## config.mk

```make
export PLATFORM = sky130hd
export DESIGN_NAME = gray_decoder_monitor
export DESIGN_NICKNAME = d
export VERILOG_FILES = /design/src/rtl/gray_decoder_monitor.sv
export SDC_FILE = /design/constraint.sdc
export NUM_CORES = 1
export LEC_CHECK = 0
export ABC_AREA = 1
export CAP_MARGIN = 20
export CORE_UTILIZATION = 44
export CTS_CLUSTER_SIZE = 8
export DETAILED_ROUTE_END_ITERATION = 10
export MAX_ROUTING_LAYER = met4
export PLACE_DENSITY = 0.74
export SLEW_MARGIN = 0
export SYNTH_ARGS = -nofsm -noshare
export SYNTH_HDL_FRONTEND = slang
export SYNTH_SLANG_ARGS = --single-unit
export TNS_END_PERCENT = 10
```

## constraint.sdc

```tcl
create_clock -name Clk -period 1.82 [get_ports Clk]
set_clock_uncertainty 0.2 [all_clocks]
set_input_delay 0.182 -clock Clk [delete_from_list [all_inputs] [get_ports Clk]]
set_output_delay 0.182 -clock Clk [all_outputs]
set_load 0.02 [all_outputs]
```

## src/rtl/gray_decoder_monitor.sv

```systemverilog
// Gray-code receive monitor: decodes sampled Gray codes and checks single-step motion.
// Optional step counter output Step_cnt when GRAY_DEC_STEPCNT_EN is defined.
module gray_decoder_monitor #(
    parameter int WIDTH = 3
) (
    input  logic             Clk,
    input  logic             Reset_n,
    input  logic             En,
    input  logic             Clear,
    input  logic [WIDTH-1:0] Gray_in,
    output logic [WIDTH-1:0] Binary,
    output logic             Valid,
    output logic             Dir,
    output logic             Step_err,
    output logic             Error,
    output logic             Overflow,
`ifdef GRAY_DEC_STEPCNT_EN
    output logic             Underflow,
    output logic [15:0]      Step_cnt
`else
    output logic             Underflow
`endif
);

    typedef enum logic [1:0] {IDLE, TRACK, ERR} state_t;

    localparam logic [WIDTH-1:0] ONE  = WIDTH'(1);
    localparam logic [WIDTH-1:0] ONES = '1;

    state_t           state;
    logic [WIDTH-1:0] dec;
    logic [WIDTH-1:0] delta;

    // Each binary bit is the parity of the Gray bits at and above it.
    for (genvar i = 0; i < WIDTH; i++) begin : g_dec
        assign dec[i] = ^Gray_in[WIDTH-1:i];
    end

    assign delta = dec - Binary;

    always_ff @(posedge Clk or negedge Reset_n) begin
        if (!Reset_n) begin
            state     <= IDLE;
            Binary    <= '0;
            Valid     <= 1'b0;
            Dir       <= 1'b0;
            Step_err  <= 1'b0;
            Error     <= 1'b0;
            Overflow  <= 1'b0;
            Underflow <= 1'b0;
`ifdef GRAY_DEC_STEPCNT_EN
            Step_cnt  <= '0;
`endif
        end else if (Clear) begin
            state     <= IDLE;
            Binary    <= '0;
            Valid     <= 1'b0;
            Dir       <= 1'b0;
            Step_err  <= 1'b0;
            Error     <= 1'b0;
            Overflow  <= 1'b0;
            Underflow <= 1'b0;
`ifdef GRAY_DEC_STEPCNT_EN
            Step_cnt  <= '0;
`endif
        end else begin
            Step_err <= 1'b0;
            if (En) begin
                case (state)
                    IDLE: begin
                        Binary <= dec;
                        Valid  <= 1'b1;
                        state  <= TRACK;
                    end
                    TRACK: begin
                        if (delta == ONE) begin
                            Binary <= dec;
                            Dir    <= 1'b1;
                            if (Binary == ONES) Overflow <= 1'b1;
`ifdef GRAY_DEC_STEPCNT_EN
                            if (Step_cnt != 16'hFFFF) Step_cnt <= Step_cnt + 16'd1;
`endif
                        end else if (delta == ONES) begin
                            Binary <= dec;
                            Dir    <= 1'b0;
                            if (Binary == '0) Underflow <= 1'b1;
`ifdef GRAY_DEC_STEPCNT_EN
                            if (Step_cnt != 16'hFFFF) Step_cnt <= Step_cnt + 16'd1;
`endif
                        end else if (delta != '0) begin
                            Binary   <= dec;
                            Step_err <= 1'b1;
                            Error    <= 1'b1;
                            state    <= ERR;
                        end
                    end
                    // Keep following the input but stop judging it until cleared.
                    ERR: Binary <= dec;
                    default: state <= IDLE;
                endcase
            end
        end
    end

endmodule

```

==> results of run 1 <==
-- report_power, final --
part / switching [uW] / leakage, uW / internal [uW]
Sequential: 18.5 / 0.000147 / 270
Clock: 88.7 / 0.0000150 / 85.1
Combinational: 193 / 0.000372 / 176
Total: 301 / 0.000534 / 531
-- layout make-up --
cell class                 count  area, um2
fill                         123        470
sequential                    11        275
tap                           16       20.0
inverter                      15       56.3
timing repair buffer          27        249
clock buffer                   4       26.3
multi-input combinational     61        444
-- synthesized netlist by cell type (all sizes together) --
cell   count  area, um2
nor3       2       15.0
nand4      1       6.26
a21oi      3       26.3
o21ai      3       26.3
xor2       1       8.76
or2        2       15.0
buf        1       5.00
ha         1       12.5
dfrtp     11        275
a31oi      1       6.26
nor2      11       72.6
nand3      9       60.1
inv       15       56.3
xnor2      1       8.76
fa         1       20.0
and2       1       6.26
nand2     24        116
-- cell usage in the layout (no fill, tap or decap), types with 2 or more instances in the layout --
master,count
sky130_fd_sc_hd__inv_2,4
sky130_fd_sc_hd__clkbuf_4,3
sky130_fd_sc_hd__nor2_4,2
sky130_fd_sc_hd__buf_8,2
sky130_fd_sc_hd__a21oi_1,2
sky130_fd_sc_hd__nor2_1,7
sky130_fd_sc_hd__nand2_1,18
sky130_fd_sc_hd__nand3_1,5
sky130_fd_sc_hd__nand2_2,5
sky130_fd_sc_hd__nand3_2,4
sky130_fd_sc_hd__o21ai_2,3
sky130_fd_sc_hd__inv_1,11
sky130_fd_sc_hd__clkdlybuf4s50_1,12
sky130_fd_sc_hd__dfrtp_1,11
sky130_fd_sc_hd__buf_4,12
-- cell families after synthesis --
kind of cell | Yosys count | synth area share (%)
compound gates | 7 | 7.98
fa+ha+maj | 2 | 4.41
simple gates | 50 | 39.6
flops | 11 | 37.4
xor+xnor | 2 | 2.38
buf+inv | 16 | 8.32
-- flip-flops by register name, indices dropped and copies added (netlist names) --
name	count
Dir	1
Valid	1
Step_err	1
Underflow	1
Binary	3
state	2
Error	1
Overflow	1
-- how the worst max path moves through the flow --
stage	start	to	slack, ps	depth (start not counted)
after floorplan	Gray_in[1]	Binary[0]	-250	13
after global placement	Gray_in[2]	state[0]	-800	14
after detailed placement	Gray_in[2]	state[1]	-870	14
after CTS	Gray_in[2]	state[1]	-220	12
after global routing	Gray_in[1]	state[1]	-320	12
final	Gray_in[1]	state[1]	-220	12
-- per-stage QoR --
step	instance area (um2)	cells	utilization [%]
5_1_grt	1070	134	69.5
3_5_place_dp	982	127	63.7
3_3_place_gp	982	127	63.7
2_1_floorplan	749	88	-
4_1_cts	1060	134	68.6
6_report	1070	134	69.5
-- routing by layer --
metal | track usage (%) | vias to the layer above
li1 | - | 330
met3 | 4.26 | 3
met5 | - | -
met2 | 33.0 | 15
met4 | 9.38 | 0
met1 | 24.6 | 293
-- repair_timing --
item,in CTS,in global routing
buffers inserted,3,0
gates resized for setup,19,3
endpoints found under the setup margin,10,10
pin swaps,12,8
==> qor.csv, run 1 <==
stage,metric,value,unit
run_status,status,"complete, but fails checks",
run_status,violated checks,negative setup slack,
grt,maximum number of pins on one net before global-route repair,12,
worst_setup_path,Register-to-Register Path Depth,9,
timing,final slew viol count,0,
routing,Vias,641,
pwr,cell area power density,777,mW/mm2
job,number of maximum-capacitance violations,0,
floorplan,Core Region,0.00154,mm2
cts,total number of H-tree levels,1,
timing,RSZ-0062 raised after global routing,yes,
worst_setup_path,required arrival time at the worst endpoint,1790,ps
floorplan,number of placed I/O pins,16,
hold_path,worst hold path type,primary input to asynchronous set/reset pin,
timing,clock period minus worst slack,2040,ps
timing,transition time at the pin with the least slew margin,503,ps
routing,met3 WL post-DR,62,um
worst_setup_path,endpoint of the lowest-slack register-to-register path,state[1],
place,estimated wirelength of the detail-placed design,1100,um
final_layout,share of cells above drive strength 1,39.0,%
timing,Final Setup Violations,10,
routing,met1 WL,615,um
final_layout,number of nets in the finished design,128,
floorplan,row count,14,
worst_setup_path,series of cell instances along the critical path,buf_8 -> xnor2_4 -> xor2_2 -> ha_2 -> inv_2 -> fa_2 -> inv_1 -> nor2_1 -> nand2_1 -> and2_4 -> nand4_1 -> nand2_1,
place,GPL Wtd Cong,0.772,
timing,tightest hold margin,34.8,ps
timing,Highest Clock Rate,491,MHz
routing,DRC violations left,0,
timing,post-route clock period utilization,112,%
grt,global route overflow,0,
logic_synthesis,number of different library cells in the post-synthesis netlist,26,
cts,CTS Sinks,11,
logic_synthesis,"Avg Cell Area, Syn",8.37,um2
pwr,P_leak,0.000534,uW
grt,number of global-route vias before repair,628,
routing,uppermost signal routing layer after detailed routing,met4,
routing,drt total wl,1420,um
floorplan,height of the die,42.9,um
worst_setup_path,"Data arrival, critical path",2000,ps
logic_synthesis,number of instances in the synthesized netlist,88,
final_layout,ant diodes,0,
cts,Clock Tree Buf Depth,2,
logic_synthesis,Syn Std Cell Area,737,um2
place,number of input and output port buffers inserted,15,
cts,Skew-Pair Late Insertion Delay,280,ps
grt,Global Route Usage Sum,20.5,%
routing,Met2 Wirelength,713,um
cts,clock transition time at the flip-flop clock pins of the worst setup and hold paths,80,ps
worst_setup_path,kind of start point of the critical path,primary input,
grt,number of antenna violations at the first check in global routing,0,
floorplan,width of the die,42.9,um
cts,root cell of the clock tree,sky130_fd_sc_hd__clkbuf_4,
cts,TritonCTS clock tree,built,
logic_synthesis,portion of the post-synthesis area used by sequential elements,37.4,%
worst_setup_path,critical path's top delay family,adder cells,
worst_setup_path,category of the most critical setup path,primary input to register,
cts,total of hold buffers inserted after clock tree synthesis,0,
place,minimum setup slack after placement,-866,ps
worst_setup_path,largest stage delay on the critical path,550,ps
routing,post-detailed-route wirelength per cell,10.6,um
logic_synthesis,number of register bits inferred by synthesis,11,
cts,cts bufs inserted,3,
worst_setup_path,critical register-to-register path startpoint,Binary[0],
floorplan,initial standard-cell utilization of the core,47.8,%
grt,wire length of the first global-routing pass,2670,um
timing,Slew HR,66.4,%
worst_setup_path,worst setup slack for register-to-register paths,-170,ps
worst_setup_path,largest driver fanout on the critical path,3,
worst_setup_path,cell with the most instances on the worst path,sky130_fd_sc_hd__nand2_1,
pwr,overall power consumption,832,uW
worst_setup_path,crit path max-delay cell type,sky130_fd_sc_hd__fa_2,
pwr,highest ir drop seen on vdd,0.000424,V
worst_setup_path,buffer and inverter count on the worst path,3,
routing,drt pass-1 iters,3,
routing,Vias per Instance,4.78,
logic_synthesis,post-synthesis net count,97,
floorplan,Die Area,0.00184,mm2
logic_synthesis,Yosys warning total,0,
timing,final worst setup slack,-216,ps
final_layout,relative area change from synthesis to final layout,45.3,%
timing,Final Hold Violating Endpoints,0,
routing,"antenna viol nets, final",0,
worst_setup_path,Worst Setup End Kind,register,
timing,Fin Setup TNS,-1620,ps
routing,DRC marker count from the first detailed-route iteration,5,
Note: power is estimated with default switching activity, not from simulation.
==> inputs of run 2 (changes only) <==
Settings changed: ABC_AREA 1 to default, CORE_UTILIZATION 44 to 42, PLACE_DENSITY 0.74 to 0.73.
==> qor.csv, run 2 <==
stage,metric,value,unit,change
worst_setup_path,crit path max-delay cell type,sky130_fd_sc_hd__dfrtp_1,,was sky130_fd_sc_hd__fa_2
final_layout,most common library cell in the layout ignoring fill and taps,sky130_fd_sc_hd__buf_4,,was sky130_fd_sc_hd__nand2_1
hold_path,worst hold path type,primary input to asynchronous set/reset pin,,unchanged
final_layout,share of cells above drive strength 1,32.6,%,was 39.0%
final_layout,ant diodes,0,,unchanged
logic_synthesis,"Async S/R FF share, synth",100,%,unchanged
final_layout,leading registers by flop count,"Binary (3), state (2)",,unchanged
pwr,cell area power density,771,mW/mm2,was 777 mW/mm2
worst_setup_path,category of the most critical setup path,register to register,,was primary input to register
logic_synthesis,"arithmetic-cell share of the synthesized area counting full adders, half adders and majority gates",5.06,%,was 4.41%
pwr,Switching Power,232,uW,was 301 uW
floorplan,height of the die,41.1,um,was 42.9 um
timing,Slew HR,64.6,%,was 66.4%
place,estimated wirelength of the detail-placed design,1060,um,was 1100 um
place,GPL Wtd Cong,0.759,,was 0.772
logic_synthesis,complex-gate fraction of the synthesized area,17.5,%,was 7.98%
job,number of maximum-capacitance violations,0,,unchanged
logic_synthesis,leading cell types by count after synthesis,"11 x sky130_fd_sc_hd__dfrtp_1, 10 x sky130_fd_sc_hd__nand2_1, 7 x sky130_fd_sc_hd__inv_1",,"was 19 x sky130_fd_sc_hd__nand2_1, 12 x sky130_fd_sc_hd__inv_1, 11 x sky130_fd_sc_hd__dfrtp_1"
timing,RSZ-0062 raised after global routing,yes,,unchanged
pwr,highest ir drop seen on vdd,0.000508,V,was 0.000424 V
logic_synthesis,number of instances in the synthesized netlist,60,,was 88
final_layout,number of nets in the finished design,102,,was 128
logic_synthesis,number of different library cells in the post-synthesis netlist,26,,unchanged
grt,wire length of the first global-routing pass,2190,um,was 2670 um
cts,Skew-Pair Late Insertion Delay,270,ps,was 280 ps
final_layout,Reg with most FFs,Binary,,unchanged
cts,Clock Tree Buf Depth,2,,unchanged
worst_setup_path,required arrival time at the worst endpoint,1780,ps,was 1790 ps
pwr,sequential fraction of design power,38.4,%,was 34.7%
floorplan,initial standard-cell utilization of the core,47.1,%,was 47.8%
timing,transition time at the pin with the least slew margin,530,ps,was 503 ps
timing,Fin Setup TNS,-2100,ps,was -1620 ps
routing,post-detailed-route wirelength per cell,13.5,um,was 10.6 um
grt,number of antenna violations at the first check in global routing,0,,unchanged
worst_setup_path,critical path's top delay family,adder cells,,unchanged
timing,post-route clock period utilization,117,%,was 112%
cts,total number of H-tree levels,1,,unchanged
timing,final slew viol count,0,,unchanged
pwr,cell-internal power,510,uW,was 531 uW
place,minimum setup slack after placement,-1030,ps,was -866 ps
grt,global route overflow,0,,unchanged
pwr,fraction of power consumed by the clock network,22.4,%,was 20.9%
final_layout,post-route cell area,962,um2,was 0.00107 mm2
pwr,overall power consumption,742,uW,was 832 uW
floorplan,width of the die,41.1,um,was 42.9 um
timing,Highest Clock Rate,471,MHz,was 491 MHz
final_layout,total of fill cells in the finished design,112,,was 123
cts,CTS Sinks,11,,unchanged
final_layout,Final Instance Count excl. Fillers,107,,was 134
place,cell total after placement,102,,was 127
logic_synthesis,post-synthesis net count,69,,was 97
worst_setup_path,critical register-to-register path startpoint,Binary[0],,unchanged
logic_synthesis,Yosys warning total,0,,unchanged
cts,TritonCTS clock tree,built,,unchanged
timing,final worst setup slack,-305,ps,was -216 ps
logic_synthesis,mux share of post-synthesis cell area,7.20,%,was 0%
routing,DRC marker count from the first detailed-route iteration,12,,was 5
run_status,violated checks,negative setup slack,,unchanged
logic_synthesis,number of flops mapped to enable cells by yosys,0,,unchanged
worst_setup_path,buffer and inverter count on the worst path,1,,was 3
timing,Final Setup Violations,10,,unchanged
final_layout,max reg flops,3,,unchanged
worst_setup_path,Register-to-Register Path Depth,6,,was 9
logic_synthesis,Main synth FF type,sky130_fd_sc_hd__dfrtp_1,,unchanged
place,number of input and output port buffers inserted,15,,unchanged
routing,drt pass-1 iters,4,,was 3
logic_synthesis,post-synthesis share of cell area spent on xor and xnor gates,8.75,%,was 2.38%
run_status,status,"complete, but fails checks",,unchanged
final_layout,relative area change from synthesis to final layout,49.6,%,was 45.3%
pwr,switching portion of total power,31.2,%,was 36.1%
logic_synthesis,most area-consuming cells after synthesis,"sky130_fd_sc_hd__dfrtp_1 43%, sky130_fd_sc_hd__xnor3_2 7.4%, sky130_fd_sc_hd__nand2_1 5.8%",,"was sky130_fd_sc_hd__dfrtp_1 37%, sky130_fd_sc_hd__nand2_1 9.7%, sky130_fd_sc_hd__inv_1 6.1%"
floorplan,Core Region,0.00137,mm2,was 0.00154 mm2
worst_setup_path,largest driver fanout on the critical path,4,,was 3
pwr,combinational fraction of design power,39.2,%,was 44.4%
timing,clock period minus worst slack,2130,ps,was 2040 ps
logic_synthesis,largest family of logic cells by synthesized area,compound AO/OA/AOI/OAI gates,,was simple AND/OR/NAND/NOR gates
worst_setup_path,kind of start point of the critical path,register,,was primary input
grt,number of global-route vias before repair,495,,was 628
cts,total of hold buffers inserted after clock tree synthesis,0,,unchanged
cts,cts bufs inserted,3,,unchanged
worst_setup_path,"Data arrival, critical path",2080,ps,was 2000 ps
floorplan,Die Area,0.00169,mm2,was 0.00184 mm2
logic_synthesis,Syn Std Cell Area,643,um2,was 737 um2
logic_synthesis,"Avg Cell Area, Syn",10.7,um2,was 8.37 um2
cts,root cell of the clock tree,sky130_fd_sc_hd__clkbuf_4,,unchanged
worst_setup_path,endpoint of the lowest-slack register-to-register path,Binary[0],,was state[1]
logic_synthesis,cell taking the most area after synthesis,sky130_fd_sc_hd__dfrtp_1,,unchanged
worst_setup_path,Worst Setup End Kind,register,,unchanged
pwr,P_leak,0.000459,uW,was 0.000534 uW
worst_setup_path,largest stage delay on the critical path,410,ps,was 550 ps
routing,Vias per Instance,5.14,,was 4.78
routing,Vias,550,,was 641
logic_synthesis,"share of synthesized cell area in and, or, nand and nor gates",14.0,%,was 39.6%
routing,DRC violations left,0,,unchanged
logic_synthesis,most frequently used cell type in the post-synthesis netlist,sky130_fd_sc_hd__dfrtp_1,,was sky130_fd_sc_hd__nand2_1
cts,clock transition time at the flip-flop clock pins of the worst setup and hold paths,70,ps,was 80 ps
worst_setup_path,series of cell instances along the critical path,ha_4 -> inv_2 -> fa_2 -> xnor3_2 -> o311a_4 -> mux2_4,,was buf_8 -> xnor2_4 -> xor2_2 -> ha_2 -> inv_2 -> fa_2 -> inv_1 -> nor2_1 -> nand2_1 -> and2_4 -> nand4_1 -> nand2_1
place,placement-stage cell area,908,um2,was 982 um2
routing,"antenna viol nets, final",0,,unchanged
worst_setup_path,worst setup slack for register-to-register paths,-310,ps,was -170 ps
floorplan,number of placed I/O pins,16,,unchanged
grt,maximum number of pins on one net before global-route repair,12,,unchanged
timing,Final Hold Violating Endpoints,0,,unchanged
final_layout,"commonest cells after routing, fill and taps aside","14 x sky130_fd_sc_hd__buf_4, 11 x sky130_fd_sc_hd__dfrtp_1, 11 x sky130_fd_sc_hd__clkdlybuf4s50_1, 10 x sky130_fd_sc_hd__nand2_1, 6 x sky130_fd_sc_hd__inv_1",,"was 18 x sky130_fd_sc_hd__nand2_1, 12 x sky130_fd_sc_hd__clkdlybuf4s50_1, 12 x sky130_fd_sc_hd__buf_4, 11 x sky130_fd_sc_hd__dfrtp_1, 11 x sky130_fd_sc_hd__inv_1"
floorplan,row count,13,,was 14
grt,Global Route Usage Sum,21.9,%,was 20.5%
logic_synthesis,portion of the post-synthesis area used by sequential elements,42.8,%,was 37.4%
routing,drt total wl,1440,um,was 1420 um
logic_synthesis,number of register bits inferred by synthesis,11,,unchanged
logic_synthesis,area share of the largest cell type after synthesis,42.8,%,was 37.4%
run 2: changes by cell type after synthesis, moves of 3 or more:
cell	previous run	this run
sky130_fd_sc_hd__nand2_2	4	0
sky130_fd_sc_hd__nand2_1	19	10
sky130_fd_sc_hd__inv_2	3	0
sky130_fd_sc_hd__nand3_1	6	0
sky130_fd_sc_hd__o21ai_2	3	0
sky130_fd_sc_hd__inv_1	12	7
sky130_fd_sc_hd__nand3_2	3	0
sky130_fd_sc_hd__nor2_1	8	5
run 2: worst max-delay path by stage:
stage	end	depth (start not counted)	from
floorplan	Binary[0]	6	Gray_in[1]
global placement	Binary[0]	7	Gray_in[1]
detailed placement	Binary[0]	7	Gray_in[1]
CTS	Binary[0]	8	Gray_in[2]
global route	Binary[0]	6	Binary[0]
finish	Binary[0]	6	Binary[0]
run 2: metrics by stage:
stage	util, %	hold slack, ps
final	70.4	57.1
after global routing	70.4	92.4
after CTS	70.1	59.3
after detailed placement	66.5	285
after global placement	66.5	278
after floorplan	-	-314
run 2: cell type report:
| class | instances | area [um2] | share of cell area (%) |
|---|---|---|---|
| Inverter | 7 | 26.3 | 2.73 |
| Multi-Input combinational cell | 41 | 360 | 37.5 |
| Sequential cell | 11 | 275 | 28.6 |
| Tap cell | 15 | 18.8 | 1.95 |
| Clock buffer | 4 | 26.3 | 2.73 |
| Timing Repair Buffer | 29 | 255 | 26.5 |
run 2: power by group through the flow:
stage / clock (uW) / sequential, uW / combinational, uW
6_report: 166 / 285 / 291
5_1_grt: 183 / 288 / 316
4_1_cts: 170 / 283 / 291
3_5_place_dp: 0 / 287 / 273
3_3_place_gp: 0 / 287 / 271
2_1_floorplan: 0 / 309 / 124
run 2: logic make-up after synthesis:
family,Yosys count
simple gates,20
compound gates,12
flops,11
buf+inv,8
mux,4
xor+xnor,3
fa+ha+maj,2
run 2: worst register-to-register path: stages (launching register included):
cell and delay [ps]:
sky130_fd_sc_hd__dfrtp_1 410, sky130_fd_sc_hd__ha_4 150, sky130_fd_sc_hd__inv_2 30, sky130_fd_sc_hd__fa_2 320, sky130_fd_sc_hd__xnor3_2 270, sky130_fd_sc_hd__o311a_4 340
sky130_fd_sc_hd__mux2_4 290
run 2: repair_timing:
| item | 4_1_cts | 5_1_grt |
|---|---|---|
| resized for setup | 17 | 3 |
| gates cloned | 0 | 0 |
| pin swaps | 7 | 4 |
| buffers inserted | 1 | 0 |
| setup endpoints to repair | 10 | 11 |
run 2: layer usage:
layer  part of all wire [%]  vias to the layer above  GRT usage, %
met5                      0                        -             -
li1                       -                      274             -
met3                    5.2                        5          4.89
met1                     48                      255          27.2
met4                    2.2                        0          12.1
met2                     44                       16          32.8
